`config.mk`:
```
export PLATFORM = sky130hd
export DESIGN_NAME = seg7_scan_signed
export DESIGN_NICKNAME = d
export VERILOG_FILES = /design/src/rtl/seg7_pkg.sv /design/src/rtl/seg7_hex_glyph.sv /design/src/rtl/seg7_scan_signed.sv
export SDC_FILE = /design/constraint.sdc
export NUM_CORES = 1
export LEC_CHECK = 0
export BUFFER_PORTS_ARGS = -buffer_cell sky130_fd_sc_hd__buf_2
export CAP_MARGIN = 25
export CORE_ASPECT_RATIO = 0.75
export CORE_MARGIN = 2
export CORE_UTILIZATION = 60
export CTS_BUF_LIST = sky130_fd_sc_hd__clkbuf_8
export DETAILED_ROUTE_END_ITERATION = 16
export PLACE_DENSITY_LB_ADDON = 0.3
export SYNTH_ARGS = -nofsm -noshare
export SYNTH_HDL_FRONTEND = slang
export SYNTH_SLANG_ARGS = --single-unit
```
`constraint.sdc`:
```
create_clock -name clk -period 5.5 [get_ports clk]
set_input_delay 0.275 -clock clk [delete_from_list [all_inputs] [get_ports clk]]
set_output_delay 0.275 -clock clk [all_outputs]
set_load 0.005 [all_outputs]
```
`src/rtl/seg7_pkg.sv`:
```
// -----------------------------------------------------------------------------
// seg7_pkg
// Shared constants for the signed 7-segment scan driver.
//   SEG_BLANK / SEG_MINUS : active-low special glyphs (bit 6 = g ... bit 0 = a)
//   HEX_GLYPH             : active-low glyphs for hex digits 0..F
//   idx_width()           : width of a digit index that counts 0..num_dig
// -----------------------------------------------------------------------------
package seg7_pkg;

  localparam logic [6:0] SEG_BLANK = 7'h7F;
  localparam logic [6:0] SEG_MINUS = 7'h3F;

  // Packed table, so HEX_GLYPH[n] selects the glyph for nibble n.
  // The concatenation is listed from entry 15 down to entry 0.
  localparam logic [15:0][6:0] HEX_GLYPH = {
    7'b0001110,  // F
    7'b0000110,  // E
    7'b0100001,  // d
    7'b1000110,  // C
    7'b0000011,  // b
    7'b0001000,  // A
    7'b0010000,  // 9
    7'b0000000,  // 8
    7'b1011000,  // 7
    7'b0000010,  // 6
    7'b0010010,  // 5
    7'b0011001,  // 4
    7'b0110000,  // 3
    7'b0100100,  // 2
    7'b1111001,  // 1
    7'b1000000   // 0
  };

  // Bits needed for an index that takes the values 0..num_dig
  // (num_dig magnitude digits plus the sign digit).
  function automatic int idx_width(input int num_dig);
    return $clog2(num_dig + 1);
  endfunction

endpackage

```
`src/rtl/seg7_hex_glyph.sv`:
```
// -----------------------------------------------------------------------------
// seg7_hex_glyph
// Combinational hex nibble to active-low 7-segment glyph lookup.
//   nibble : 4-bit hex digit
//   glyph  : active-low segments, glyph[6] = g ... glyph[0] = a
// -----------------------------------------------------------------------------
module seg7_hex_glyph
  import seg7_pkg::*;
(
  input  logic [3:0] nibble,
  output logic [6:0] glyph
);

  assign glyph = HEX_GLYPH[nibble];

endmodule

```
`src/rtl/seg7_scan_signed.sv`:
```
// -----------------------------------------------------------------------------
// seg7_scan_signed
// Time-multiplexed driver for a signed hex value on a common-anode 7-segment
// array. It scans NUM_DIG magnitude digits plus one sign digit, and each digit
// slot starts with one all-dark cycle so that no ghosting occurs.
//   clk, rst_n   : clock, asynchronous active-low reset
//   load         : captures value / signed_mode / lz_blank together
//   value        : DATA_W-bit value to display
//   signed_mode  : 1 = two's complement, 0 = unsigned
//   lz_blank     : 1 = blank leading zero digits (digit 0 always shown)
//   seg          : active-low segments, seg[6] = g ... seg[0] = a
//   an           : active-low one-hot digit enable, an[NUM_DIG] = sign digit
// -----------------------------------------------------------------------------
module seg7_scan_signed
  import seg7_pkg::*;
#(
  parameter int DATA_W   = 16,
  parameter int SCAN_DIV = 50000
) (
  input  logic                  clk,
  input  logic                  rst_n,
  input  logic                  load,
  input  logic [DATA_W-1:0]     value,
  input  logic                  signed_mode,
  input  logic                  lz_blank,
  output logic [6:0]            seg,
  output logic [DATA_W/4:0]     an
);

  localparam int NUM_DIG = DATA_W / 4;
  localparam int IDX_W   = idx_width(NUM_DIG);
  localparam int DIV_W   = $clog2(SCAN_DIV);

  localparam logic [DIV_W-1:0] DIV_LAST = DIV_W'(SCAN_DIV - 1);
  localparam logic [IDX_W-1:0] IDX_SIGN = IDX_W'(NUM_DIG);

  // Latched display request
  logic [DATA_W-1:0] val_q;
  logic              signed_q;
  logic              blank_q;

  // Scan state
  logic [DIV_W-1:0]  div_q, div_d;
  logic [IDX_W-1:0]  idx_q, idx_d;

  // Output registers
  logic [6:0]        seg_q;
  logic [NUM_DIG:0]  an_q;

  // Sign-magnitude view of the latched value
  logic              neg;
  logic [DATA_W-1:0] mag;
  logic [NUM_DIG-1:0] upper_zero;

  // Digit selection for the slot the output register is about to show
  logic [3:0]        nibble;
  logic [6:0]        glyph;
  logic [6:0]        digit_seg;
  logic [NUM_DIG:0]  an_d;

  assign neg = signed_q & val_q[DATA_W-1];
  // Negation at DATA_W bits: the most-negative value maps onto itself, which
  // read as unsigned is exactly its magnitude.
  assign mag = neg ? (~val_q + DATA_W'(1)) : val_q;

  // upper_zero[k] is set when nibbles k..NUM_DIG-1 of the magnitude are all 0.
  always_comb begin
    logic zero_run;
    // NOTE: every signal written in a combinational block gets a default
    // first, so no path leaves it unassigned and no latch is inferred.
    upper_zero = '0;
    zero_run   = 1'b1;
    for (int k = NUM_DIG - 1; k >= 0; k--) begin
      zero_run      = zero_run & (mag[4*k +: 4] == 4'h0);
      upper_zero[k] = zero_run;
    end
  end

  // Next divider / index. An index beyond the sign digit can only come from
  // corruption; it falls back to 0 straight away.
  always_comb begin
    div_d = (div_q == DIV_LAST) ? '0 : div_q + DIV_W'(1);
    idx_d = idx_q;
    if (idx_q > IDX_SIGN) begin
      idx_d = '0;
    end else if (div_q == DIV_LAST) begin
      idx_d = (idx_q == IDX_SIGN) ? '0 : idx_q + IDX_W'(1);
    end
  end

  // The output register is loaded from the next scan position, so seg/an
  // line up with div_q/idx_q: div_q == 0 is always the dark cycle.
  always_comb begin
    logic lz_hit;
    nibble    = '0;
    lz_hit    = 1'b0;
    digit_seg = SEG_BLANK;
    an_d      = '1;
    for (int k = 0; k < NUM_DIG; k++) begin
      if (idx_d == IDX_W'(k)) begin
        nibble = mag[4*k +: 4];
        lz_hit = blank_q && (k != 0) && upper_zero[k];
      end
    end
    for (int k = 0; k <= NUM_DIG; k++) begin
      an_d[k] = (idx_d != IDX_W'(k));
    end
    if (idx_d == IDX_SIGN) begin
      digit_seg = neg ? SEG_MINUS : SEG_BLANK;
    end else if (idx_d < IDX_SIGN) begin
      digit_seg = lz_hit ? SEG_BLANK : glyph;
    end
  end

  seg7_hex_glyph u_glyph (
    .nibble (nibble),
    .glyph  (glyph)
  );

  always_ff @(posedge clk or negedge rst_n) begin
    if (!rst_n) begin
      val_q    <= '0;
      signed_q <= 1'b0;
      blank_q  <= 1'b0;
      div_q    <= '0;
      idx_q    <= '0;
      seg_q    <= SEG_BLANK;
      an_q     <= '1;
    end else begin
      // NOTE: sequential state uses non-blocking assignments so every
      // register samples the values from before this clock edge.
      div_q <= div_d;
      idx_q <= idx_d;
      if (load) begin
        val_q    <= value;
        signed_q <= signed_mode;
        blank_q  <= lz_blank;
      end
      if (div_d == '0) begin
        seg_q <= SEG_BLANK;
        an_q  <= '1;
      end else begin
        seg_q <= digit_seg;
        an_q  <= an_d;
      end
    end
  end

  assign seg = seg_q;
  assign an  = an_q;

endmodule

```
==> flow_metrics.env <==
export IMPL_hold_viol_final=0
export IMPL_yosys_warnings=0
export IMPL_diodes=0
export IMPL_synth_common_cells="37 x dfrtp_1, 35 x nand2_1, 26 x nor2_1"
export IMPL_synth_cells=331
export IMPL_sw_frac_of_total_pct=28.0
export IMPL_worst_pin_slew_ns=0.941
export IMPL_power_total_w=0.000848
export IMPL_arrival_ns=3.53
export IMPL_async_flop_share_pct=100
export IMPL_power_internal_w=0.000611
export IMPL_cts_sinks=49
export IMPL_grt_pass1_vias=2228
export IMPL_status="completed"
export IMPL_seq_area_sq_mm=0.00124
export IMPL_avgSynthCellArea_sq_um=9.91
export IMPL_antenna_found_initial=0
export IMPL_synth_nets=362
export IMPL_die_area_sq_mm=0.00608
export IMPL_holdBufCountCts=1
export IMPL_fin_crit_ns=3.32
export IMPL_crit_required_ns=5.72
export IMPL_path_clk_slew_ns=0.09
export IMPL_ioPinCount=33
export IMPL_start_util_pct=62.0
export IMPL_layout_setup_ws_ns=2.18
export IMPL_dp_slack_ns=2.21
export IMPL_synthMostInstantiatedCell="dfrtp_1"
export IMPL_path_buf_inv=2
export IMPL_yosysTopAreaCell="dfrtp_1"
export IMPL_r2r_start="div_q[0]$_DFF_PN0_"
export IMPL_synth_ff_type="dfrtp_1"
export IMPL_num_rows=23
export IMPL_crit_slowest_cell="dfrtp_1"
export IMPL_hold_ws_ns=0.176
export IMPL_min_delay_path_class="input pin to flop"
export IMPL_wl_mm=6.74
export IMPL_wl_per_cell_um=15.7
export IMPL_regToRegSetupSlack_ns=2.18
export IMPL_critPathLaunchType="flop"
export IMPL_multiInputGateArea_sq_mm=0.00187
export IMPL_cp_max_fo=13
export IMPL_synth_seq_cells=49
export IMPL_postCtsResizedCells=0
export IMPL_worstReg2RegEnd="seg[3]$_DFF_PN1_"
export IMPL_synth_seq_area_share_pct=37.8
export IMPL_path_cells="ha_1 > and4b_1 > and4_4 > mux2_4 > mux2_1 > a22oi_1 > inv_1 > ha_1 > inv_1 > nor2_1 > a211oi_1 > o21ai_1"
export IMPL_cts_setup_buffers=0
export IMPL_cts_max_level=2
export IMPL_tns_ns=0
export IMPL_min_delay_worst_endpoint="val_q[9]$_DFFE_PN0P_"
export IMPL_p_per_area_mw_per_mm2=238
export IMPL_pwr_share_clk_pct=29.4
export IMPL_fp_dieW_um=89.4
export IMPL_finalWeightedCongestion=0.870
export IMPL_hp_start="value[9]"
export IMPL_synth_edf_count=0
export IMPL_nFillCells=452
export IMPL_skew_ns=0.00855
export IMPL_dp_hpwl_mm=5.12
export IMPL_critPathTopFamily="multiplexers"
export IMPL_die_height_um=68.0
export IMPL_vias_per_cell=5.97
export IMPL_clk_latency_ns=0.30
export IMPL_core_sq_mm=0.00530
export IMPL_tritoncts="yes"
export IMPL_setup_violations=0
export IMPL_vias=2565
export IMPL_p_comb_share_pct=21.1
export IMPL_drive_above_1_share_pct=25.6
export IMPL_layout_worst_path_cycle_share_pct=60.3
export IMPL_yosysTopAreaCellShare_pct=28.2
export IMPL_max_freq_mhz=302
export IMPL_leakage_nw=1.53
export IMPL_placement_io_buffers=32
export IMPL_syn_area_sq_mm=0.00328
export IMPL_rsz0062_at_grt="false"
export IMPL_max_cap_violations=0
export IMPL_drc=0
export IMPL_root_buffer="clkbuf_8"
export IMPL_slew_viol_final=0
export IMPL_dr_pass1_iters=5
export IMPL_cts_buffers=5
export IMPL_holdPathStages=3
export IMPL_grt_usage_pct=23.8
export IMPL_drt_initial_drc_count=147
export IMPL_ys_types=71
export IMPL_slew_headroom_pct=36.9
export IMPL_post_route_cell_area_sq_mm=0.00356
export IMPL_grt_first_pass_wirelength_mm=11.0
export IMPL_antenna_left=0
export IMPL_critPathKind="flop to flop"
export IMPL_critPathCaptureType="flop"
export IMPL_peakVddDrop_mv=0.189
export IMPL_clk_path_buf_depth=2
export IMPL_p_seq_share_pct=49.5
export IMPL_syn_to_final_growth_pct=8.47
export IMPL_grt_overflow_total=0
export IMPL_grt_max_degree=26
export IMPL_p_sw_w=0.000237
export IMPL_cp_slowest_stage_delay_ns=0.42
export IMPL_layout_nets=385
export IMPL_synth_area_top_cells="dfrtp_1 28%, dfstp_2 9.6%, mux2_2 5.5%"
export IMPL_place_area_sq_mm=0.00344
export IMPL_rr_worst_depth=12
## placed cells by master, fill, tap and decap left out, drive strengths merged, types with 2 or more instances in the layout
| cell | n |
|---|---|
| xnor2 | 17 |
| and4 | 3 |
| dfstp | 12 |
| mux2 | 18 |
| nand2b | 5 |
| nand3 | 14 |
| nand4 | 6 |
| dfrtp | 37 |
| buf | 33 |
| nor2 | 26 |
| nor3b | 4 |
| nor4bb | 2 |
| a21oi | 4 |
| clkbuf | 5 |
| nand2 | 35 |
| a211oi | 3 |
| and2 | 3 |
| mux2i | 9 |
| a2111oi | 2 |
| nor4 | 2 |
| nor3 | 10 |
| ha | 10 |
| a31oi | 7 |
| a22oi | 3 |
| nand3b | 2 |
| o211ai | 3 |
| o21ai | 12 |
| o31ai | 4 |
| a32oi | 2 |
| or2 | 4 |
| nand4b | 4 |
| inv | 16 |
| o221ai | 3 |
| xor2 | 8 |
| a41oi | 4 |
| a211o | 2 |
## flip-flops by register name, indices dropped and copies added (netlist names)
signal	flops
div_q	16
val_q	16
idx_q	3
signed_q	1
an	5
blank_q	1
seg	7
## through the flow
step | utilization (%) | instances
2_1_floorplan | - | 331
3_3_place_gp | 64.6 | 420
3_5_place_dp | 65.0 | 421
4_1_cts | 67.2 | 430
5_1_grt | 67.2 | 430
6_report | 67.2 | 430
## layer usage
layer	part of all wire [%]	wire, um	global-route usage, %
met1	50	3350	36.8
met2	42	2860	34.9
met3	6.7	454	3.86
met4	1.1	76	5.60
met5	0	0	0
## cell type report
| type | count | share of cell area, % |
|---|---|---|
| repair buffers | 34 | 5.34 |
| well taps | 75 | 2.64 |
| clock buffers | 5 | 1.93 |
| clock inverters | 3 | 1.09 |
| inverters | 15 | 1.58 |
| multi-input cells | 249 | 52.5 |
| flip-flops and latches | 49 | 34.9 |
## worst reg2reg max path, stage by stage (launching register included)
cell	delay (ns)
dfrtp_1	0.42
ha_1	0.26
and4b_1	0.27
and4_4	0.33
mux2_4	0.41
mux2_1	0.36
a22oi_1	0.33
inv_1	0.16
ha_1	0.25
inv_1	0.07
nor2_1	0.05
a211oi_1	0.23
o21ai_1	0.10
## worst max path at each step
stage,from,to,slack [ns],cells after the start
after detailed placement,div_q[0]$_DFF_PN0_,seg[3]$_DFF_PN1_,2.21,12
after CTS,div_q[0]$_DFF_PN0_,seg[3]$_DFF_PN1_,2.19,12
after floorplan,div_q[0]$_DFF_PN0_,seg[3]$_DFF_PN1_,2.55,13
after global placement,div_q[0]$_DFF_PN0_,seg[3]$_DFF_PN1_,2.36,12
final,div_q[0]$_DFF_PN0_,seg[3]$_DFF_PN1_,2.18,12
after global routing,div_q[0]$_DFF_PN0_,seg[3]$_DFF_PN1_,1.91,13
## logic make-up after synthesis
family / share of synthesized area, %
and+or+nand+nor: 21.4
AOI/OAI and AO/OA: 16.1
DFF: 37.8
buffers and inverters: 5.19
muxes: 9.04
xor gates and xnor gates: 6.67
adders and majority gates: 3.81
## power groups by stage
stage | Clock, W | Combinational, W | Sequential [W]
final | 0.000249 | 0.000179 | 0.000420
after global routing | 0.000269 | 0.000199 | 0.000425
after CTS | 0.000256 | 0.000179 | 0.000420
after detailed placement | 0 | 0.000178 | 0.000426
after global placement | 0 | 0.000171 | 0.000426
after floorplan | 0 | 0.000127 | 0.000423
Power figures use the tool's default switching activity.
